File: src/rtl/reg_bank.sv
// Integer register file x0..x31 for the single-cycle RV32I core.
// Two combinational read ports (rs1, rs2) with write-first bypass, one write port (rd).
// The storage array has no reset so that it maps onto distributed RAM. After reset, a
// clear engine sweeps the array one entry per cycle and then seeds sp and gp. oReady
// gates the core PC until that sweep is done.
// Optional feature macro REG_DEBUG_EN: adds a third read port (iDispReg/oDispData)
// and an accepted-write counter (oWriteCount).
module reg_bank #(
  parameter int unsigned             DATA_W   = 32,
  parameter int unsigned             NUM_REGS = 32,
  parameter int unsigned             ADDR_W   = 5,
  parameter logic [DATA_W-1:0]       SP_INIT  = 32'h0000_3FFC,
  parameter logic [DATA_W-1:0]       GP_INIT  = 32'h0000_1800
) (
  input  logic              iCLK,
  input  logic              iRST,
  input  logic              iRegWrite,
  input  logic [ADDR_W-1:0] iWriteReg,
  input  logic [DATA_W-1:0] iWriteData,
  input  logic [ADDR_W-1:0] iReadReg1,
  input  logic [ADDR_W-1:0] iReadReg2,
  output logic [DATA_W-1:0] oReadData1,
  output logic [DATA_W-1:0] oReadData2,
`ifdef REG_DEBUG_EN
  input  logic [ADDR_W-1:0] iDispReg,
  output logic [DATA_W-1:0] oDispData,
  output logic [31:0]       oWriteCount,
`endif
  output logic              oReady
);

  typedef enum logic {
    CLEAR = 1'b0,
    RUN   = 1'b1
  } state_t;

  localparam logic [ADDR_W-1:0] LAST_IDX = ADDR_W'(NUM_REGS - 1);

  state_t              state_q, state_d;
  logic [ADDR_W-1:0]   idx_q, idx_d;
  logic                clear_last;
  logic                run;
  logic                wr_acc;
  logic [DATA_W-1:0]   mem_q [NUM_REGS];

  // Resolve one read port: x0 and the clear phase read 0; a same-cycle write to the
  // addressed register is forwarded ahead of the stored value.
  function automatic logic [DATA_W-1:0] read_mux(
    input logic [ADDR_W-1:0] addr,
    input logic [DATA_W-1:0] stored,
    input logic              is_run,
    input logic              wr_en,
    input logic [ADDR_W-1:0] waddr,
    input logic [DATA_W-1:0] wdata
  );
    logic [DATA_W-1:0] val;
    if (!is_run || addr == '0) begin
      val = '0;
    end else if (wr_en && waddr == addr) begin
      val = wdata;
    end else begin
      val = stored;
    end
    return val;
  endfunction

  assign run    = (state_q == RUN);
  assign wr_acc = run && iRegWrite && (iWriteReg != '0);
  assign oReady = run;

  // State register and sweep index; reset restarts the sweep from entry 0.
  // NOTE: sequential state uses non-blocking assignments so every flop samples
  // pre-edge values; blocking here would create order-dependent simulation races.
  always_ff @(posedge iCLK or posedge iRST) begin
    if (iRST) begin
      state_q <= CLEAR;
      idx_q   <= '0;
    end else begin
      state_q <= state_d;
      idx_q   <= idx_d;
    end
  end

  // Next-state logic: advance the sweep, leave CLEAR after the last entry.
  // NOTE: every output of this block is given a default first, so no path leaves a
  // signal unassigned and no latch is inferred.
  always_comb begin
    state_d    = state_q;
    idx_d      = idx_q;
    clear_last = 1'b0;
    unique case (state_q)
      CLEAR: begin
        idx_d = idx_q + ADDR_W'(1);
        if (idx_q == LAST_IDX) begin
          clear_last = 1'b1;
          idx_d      = '0;
          state_d    = RUN;
        end
      end
      RUN: begin
        state_d = RUN;
      end
      default: begin
        state_d = CLEAR;
      end
    endcase
  end

  // Storage: the clear sweep owns the write port in CLEAR, the core owns it in RUN.
  // NOTE: the array deliberately has no reset; the sweep initialises it instead, which
  // keeps it mappable to distributed RAM.
  always_ff @(posedge iCLK) begin
    if (state_q == CLEAR) begin
      mem_q[idx_q] <= '0;
      if (clear_last) begin
        mem_q[2] <= SP_INIT;
        mem_q[3] <= GP_INIT;
      end
    end else if (wr_acc) begin
      mem_q[iWriteReg] <= iWriteData;
    end
  end

  // Combinational read ports with write-first bypass.
  always_comb begin
    oReadData1 = read_mux(iReadReg1, mem_q[iReadReg1], run, wr_acc, iWriteReg, iWriteData);
    oReadData2 = read_mux(iReadReg2, mem_q[iReadReg2], run, wr_acc, iWriteReg, iWriteData);
  end

`ifdef REG_DEBUG_EN
  logic [31:0] wcount_q, wcount_d;

  assign wcount_d    = wcount_q + 32'd1;
  assign oWriteCount = wcount_q;

  // Debug display port follows the same x0, CLEAR and bypass rules as rs1/rs2.
  always_comb begin
    oDispData = read_mux(iDispReg, mem_q[iDispReg], run, wr_acc, iWriteReg, iWriteData);
  end

  // Count every accepted non-x0 write.
  always_ff @(posedge iCLK or posedge iRST) begin
    if (iRST) begin
      wcount_q <= '0;
    end else if (wr_acc) begin
      wcount_q <= wcount_d;
    end
  end
`endif

endmodule

File: config.mk
export PLATFORM = sky130hd
export DESIGN_NAME = reg_bank
export DESIGN_NICKNAME = d
export VERILOG_FILES = /design/src/rtl/reg_bank.sv
export SDC_FILE = /design/constraint.sdc
export NUM_CORES = 1
export LEC_CHECK = 0
export BUFFER_PORTS_ARGS = -buffer_cell sky130_fd_sc_hd__buf_4
export CAP_MARGIN = 20
export CORE_MARGIN = 4
export CORE_UTILIZATION = 46
export DETAILED_ROUTE_END_ITERATION = 8
export GPL_TIMING_DRIVEN = 0
export PLACE_DENSITY = 0.72
export SYNTH_ARGS = -nofsm -noshare
export SYNTH_HDL_FRONTEND = slang
export SYNTH_SLANG_ARGS = --single-unit
File: constraint.sdc
create_clock -name iCLK -period 11.2 [get_ports iCLK]
set_clock_uncertainty 0.05 [all_clocks]
set_input_delay 1.68 -clock iCLK [delete_from_list [all_inputs] [get_ports iCLK]]
set_output_delay 1.68 -clock iCLK [all_outputs]
set_load 0.005 [all_outputs]
* Yosys cells after proc, flatten, opt, wreduce, memory -nomap -nowiden
Memories as Yosys holds them, arrays and structs flattened. Index checks and enable logic that the tools add are counted.
Word-level totals: bits of input ports 50, memory bits (writable) 1024, memories kept 1, output and inout bits 65, bits in registers 6
Memory list:
- mem_q | depth 32, width 32, read ports 2, clocked after memory_dff 0, write ports 3, line 44 | logic [DATA_W-1:0] mem_q [NUM_REGS];
Cells by class: multiplexer cells 18, reduce and logical (&&, ||, !) cells 11, bitwise operators 1, equality and inequality tests 3, add/sub/neg operators 1
Operators by type and width (count):
- $mux 32 | 5
- $reduce_or 32->1 | 1
- $eq 5x5->1 | 2
- $logic_not 5->1 | 2
- $mux 1 | 10
- $mux 5 | 2
- $add 5x1->5 const B | 1
- $eq 5x5->1 const B | 1
- $reduce_bool 5->1 | 1
- $logic_and 1x1->1 | 4
- $logic_or 1x1->1 | 2
- $pmux 1 s2 | 1
- $logic_not 1->1 | 1
- $not 1->1 | 1

* Longest topological paths before layout
word-level depth 7, mapped depth 9, depth with buffers taken out 6

* Worst setup path before layout
Ideal clock, no wire load.
kind in2out, from input iReadReg1[0], to output oReadData1[1], data arrival time 3.556 ns, setup slack 5.914 ns, path buffers 2, cell stages on the path 7, data required time 9.470 ns, cells stage by stage buf_2 buf_1 mux4_2 mux2_2 nand2_1 nand3_1 a32o_1
On the way: word-level cells in the longest chain between the ends 4, elaborated cells on any way between the ends 7, classes of those cells eq/ne: 1; mux: 2; reduce/logical: 3; memory: 1
RTL lines:
- start, declared | line 20 | input logic [ADDR_W-1:0] iReadReg1,
- parallel branches: the longest is 3 deep, another holds $mem_v2 32x32
- $mux 32 * | line 57 | if (!is_run || addr == '0) begin
- end, declared | line 22 | output logic [DATA_W-1:0] oReadData1,
Mark *: on every way between the ends.

* Final worst setup path
from input iReadReg2[1], to output oReadData2[15]
On the way: word-level cells in the longest chain between the ends 4, elaborated cells on any way between the ends 7, classes of those cells eq/ne: 1; mux: 2; reduce/logical: 3; memory: 1
RTL lines:
- start, declared | line 21 | input logic [ADDR_W-1:0] iReadReg2,
- parallel branches: the longest is 3 deep, another holds $mem_v2 32x32
- $mux 32 * | line 57
- end, declared | line 23 | output logic [DATA_W-1:0] oReadData2,
Marks and branches as above.

==> flow_summary.yaml <==
clock_tree:
  post-cts-setup-buffer-count: 0
  h-tree-depth: 3
  cts-resized-gates: 0
  clockBufferDepth: 3
  clkTransAtPathRegs_ns: 0.06
  clockRootBuffer: "clkbuf_16"
  hold_buffers: 0
  tritoncts: "done"
  numCtsBuffers: 106
  clk_latency_ns: 0.68
  cts_num_sinks: 1030
detailed_routing:
  vias: 33440
  wl_per_cell_um: 33.43
  avgViaCountPerCell: 6.889
  dr.pass1.iters: 7
  drcViolationCount: 0
  antenna_left: 0
  drt_wl_total_um: 162200
  drt-initial-drc-count: 5444
global_routing:
  overflow: 0
  antenna_found_initial: 4
  grt_pass1_vias: 32640
  grt_pass1_wl_um: 228000
  grt_start_max_net_pins: 34
  grt_usage: 0.2825
place:
  portBuffers: 102
  place_inst: 4643
  gp_congestion: 0.9560
  post-dp-hpwl_um: 114200
layout:
  regArea_mm2: 0.03026
  layout.nets: 3422
  layout_common_cells: "edfxtp_1, mux2i_1, mux4_2, clkbuf_1, nand2_1"
  drive_gt1_frac: 0.2223
  final_common_cell: "edfxtp_1"
  n_fill_cell: 8313
  syn_to_final_growth_pct: 15.99
  multi_input_area_mm2: 0.01797
  finish.cell_count_without_fillers: 4854
critical_path:
  cpPeakStageDelay_ns: 0.78
  cp.buffers_inverters: 5
  required_ns: 9.47
  worst_path_most_repeated_cell: "clkbuf_1"
  crit_cells: 8
  path_max_fanout: 10
  rr_endpoint: "mem_q[12][23]"
  path_cells: "clkbuf_1, buf_2, clkbuf_1, o41ai_1, a21oi_1, clkbuf_1, a32o_1, buf_4"
  crit_family: "buffers and inverters"
  r2r_start: "oReady"
  crit_type: "input port to output pin"
  crit_path_start_kind: "input port"
  crit_path_top_delay_cell: "clkbuf_1"
  cp.arrival_ns: 5.59
  cp-end-kind: "output pin"
  reg2reg_slack_ns: 6.85
  reg2reg_depth: 9
floorplanning:
  die_y_um: 334.8
  start_util: 0.4648
  die_width_um: 334.8
  dieArea_mm2: 0.1121
  core_area_mm2: 0.1057
  ioPinCount: 115
  row_count: 119
sta:
  finalCritPeriodShare: 0.6537
  hold_slack_ns: 0.4527
  maxSlewHeadroom: 0.1462
  final_max_slew_viol_count: 0
  worstMarginPinSlew_ns: 1.281
  setup_viol: 0
  setup-tns-final_ns: 0
  period_needed_ns: 7.321
  finalHoldViolCount: 0
  rsz0062_at_grt: "no"
  max_freq_mhz: 136.6
logic_synthesis:
  synth_area_mm2: 0.04913
  synth_fp_nets: 3139
  synthDistinctLibCells: 47
  synth_mux_area_frac: 0.2448
  yosys.area_share.simple: 0.03784
  synth-adder-area-share: 0.0005093
  synth-edff-count: 960
  synth_compound_area_frac: 0.07612
  synth_top_area_share: 0.5868
  netlist_instances: 3087
  synth_ff_type: "edfxtp_1"
  synthTopCellsByArea: "edfxtp_1, mux4_2, mux2i_1"
  async_flop_share: 0.005825
  synth_top_family_by_area: "multiplexers"
  synth.ff_latch_count: 1030
  ys.warnings.count: 0
  synth-xor-area-share: 0.001783
  yosys.area.top_type: "edfxtp_1"
  syn_area_per_cell_um2: 15.92
  yosysSeqAreaShare: 0.6159
pwr:
  combPwrFrac: 0.108
  p_clk_frac: 0.410
  p_sw_frac: 0.2406
  power.density_mw_per_mm2: 156.0
  finalPower_w: 0.008887
  p_int_w: 0.006749
  ir_drop_v: 0.0001032
  switchingPower_w: 0.002138
  p_seq_frac: 0.482
  p_leak_nw: 20.69
outcome:
  status: "finished, final reports clean"
flow_run:
  drv_cap: 0
min_path:
  hold-path-endpoint: "mem_q[3][15]"
  whs_path_depth: 2
  hold_path.class: "flop to flop"
  min_from: "mem_q[3][15]"
cell families (layout without fill, tap and decap cells):
kind of cell               Yosys count  count (layout)
DFF                               1030            1030
muxes                              800             800
AOI/OAI and AO/OA                  541             541
and+or+nand+nor                    424             424
buffers and inverters              280             652
xor gates and xnor gates            10              10
adders and majority gates            2               2
other                                0               4
synth_stat cells, drive strengths merged, types with 34 or more instances:
cell    instances
nand2         186
o22ai          64
o221ai         52
a32o           65
o21ai         101
nor2          125
dfxtp          64
buf            96
clkbuf        176
a21oi          99
mux4          320
mux2i         466
a22oi         128
and2           34
edfxtp        960
worst min-delay path, stage by stage, from the launching register on:
cell	delay, ns
dfxtp_1	0.32
o21ai_0	0.07
a21oi_1	0.06
power groups by stage:
stage               sequential (W)  clock [W]  combinational, W
CTS                        0.00428    0.00364          0.000918
global route               0.00429    0.00381          0.000991
global placement           0.00437          0          0.000860
detailed placement         0.00436          0          0.000913
finish                     0.00428    0.00364          0.000964
floorplan                  0.00435          0          0.000513
sequential cells by signal, indices dropped and copies added, names as in the netlist:
signal and flops:
oReady 1, mem_q 1024, idx_q 5
how the worst max path moves through the flow:
stage / slack (ns) / endpoint / startpoint
6_report: 3.88 / oReadData2[15] / iReadReg2[1]
5_1_grt: 3.95 / oReadData1[15] / iReadReg1[1]
4_1_cts: 4.19 / oReadData2[16] / iReadReg2[1]
3_5_place_dp: 4.19 / oReadData2[16] / iReadReg2[1]
3_3_place_gp: 3.18 / mem_q[30][24] / iRegWrite
2_1_floorplan: 5.91 / oReadData1[1] / iReadReg1[0]
per-layer routing:
metal	track usage	wire, µm	vias to the layer above
met2	0.4242	71800	2642
met4	0.1136	7909	6
li1	-	-	13270
met3	0.1002	22850	475
met1	0.3783	59540	17040
met5	0	152	-
final cells by class:
cell class / instances / share of cell area
buffer: 272 / 0.01932
multi-input combinational: 1777 / 0.3153
sequential: 1030 / 0.5310
inverter: 8 / 0.0005270
clock inverter: 55 / 0.01111
antenna: 4 / 0.0001757
tap: 1391 / 0.03054
timing repair buffer: 175 / 0.04088
clock buffer: 142 / 0.05109
stage by stage:
stage / worst slack (ns) / cell area (µm²) / util
floorplan: 5.914 / 49130 / -
global placement: 3.182 / 51640 / 0.4885
detailed placement: 4.193 / 53210 / 0.5033
CTS: 4.187 / 56750 / 0.5369
global route: 3.955 / 56980 / 0.5390
finish: 3.879 / 56980 / 0.5390
(Power assumes the default switching activity.)
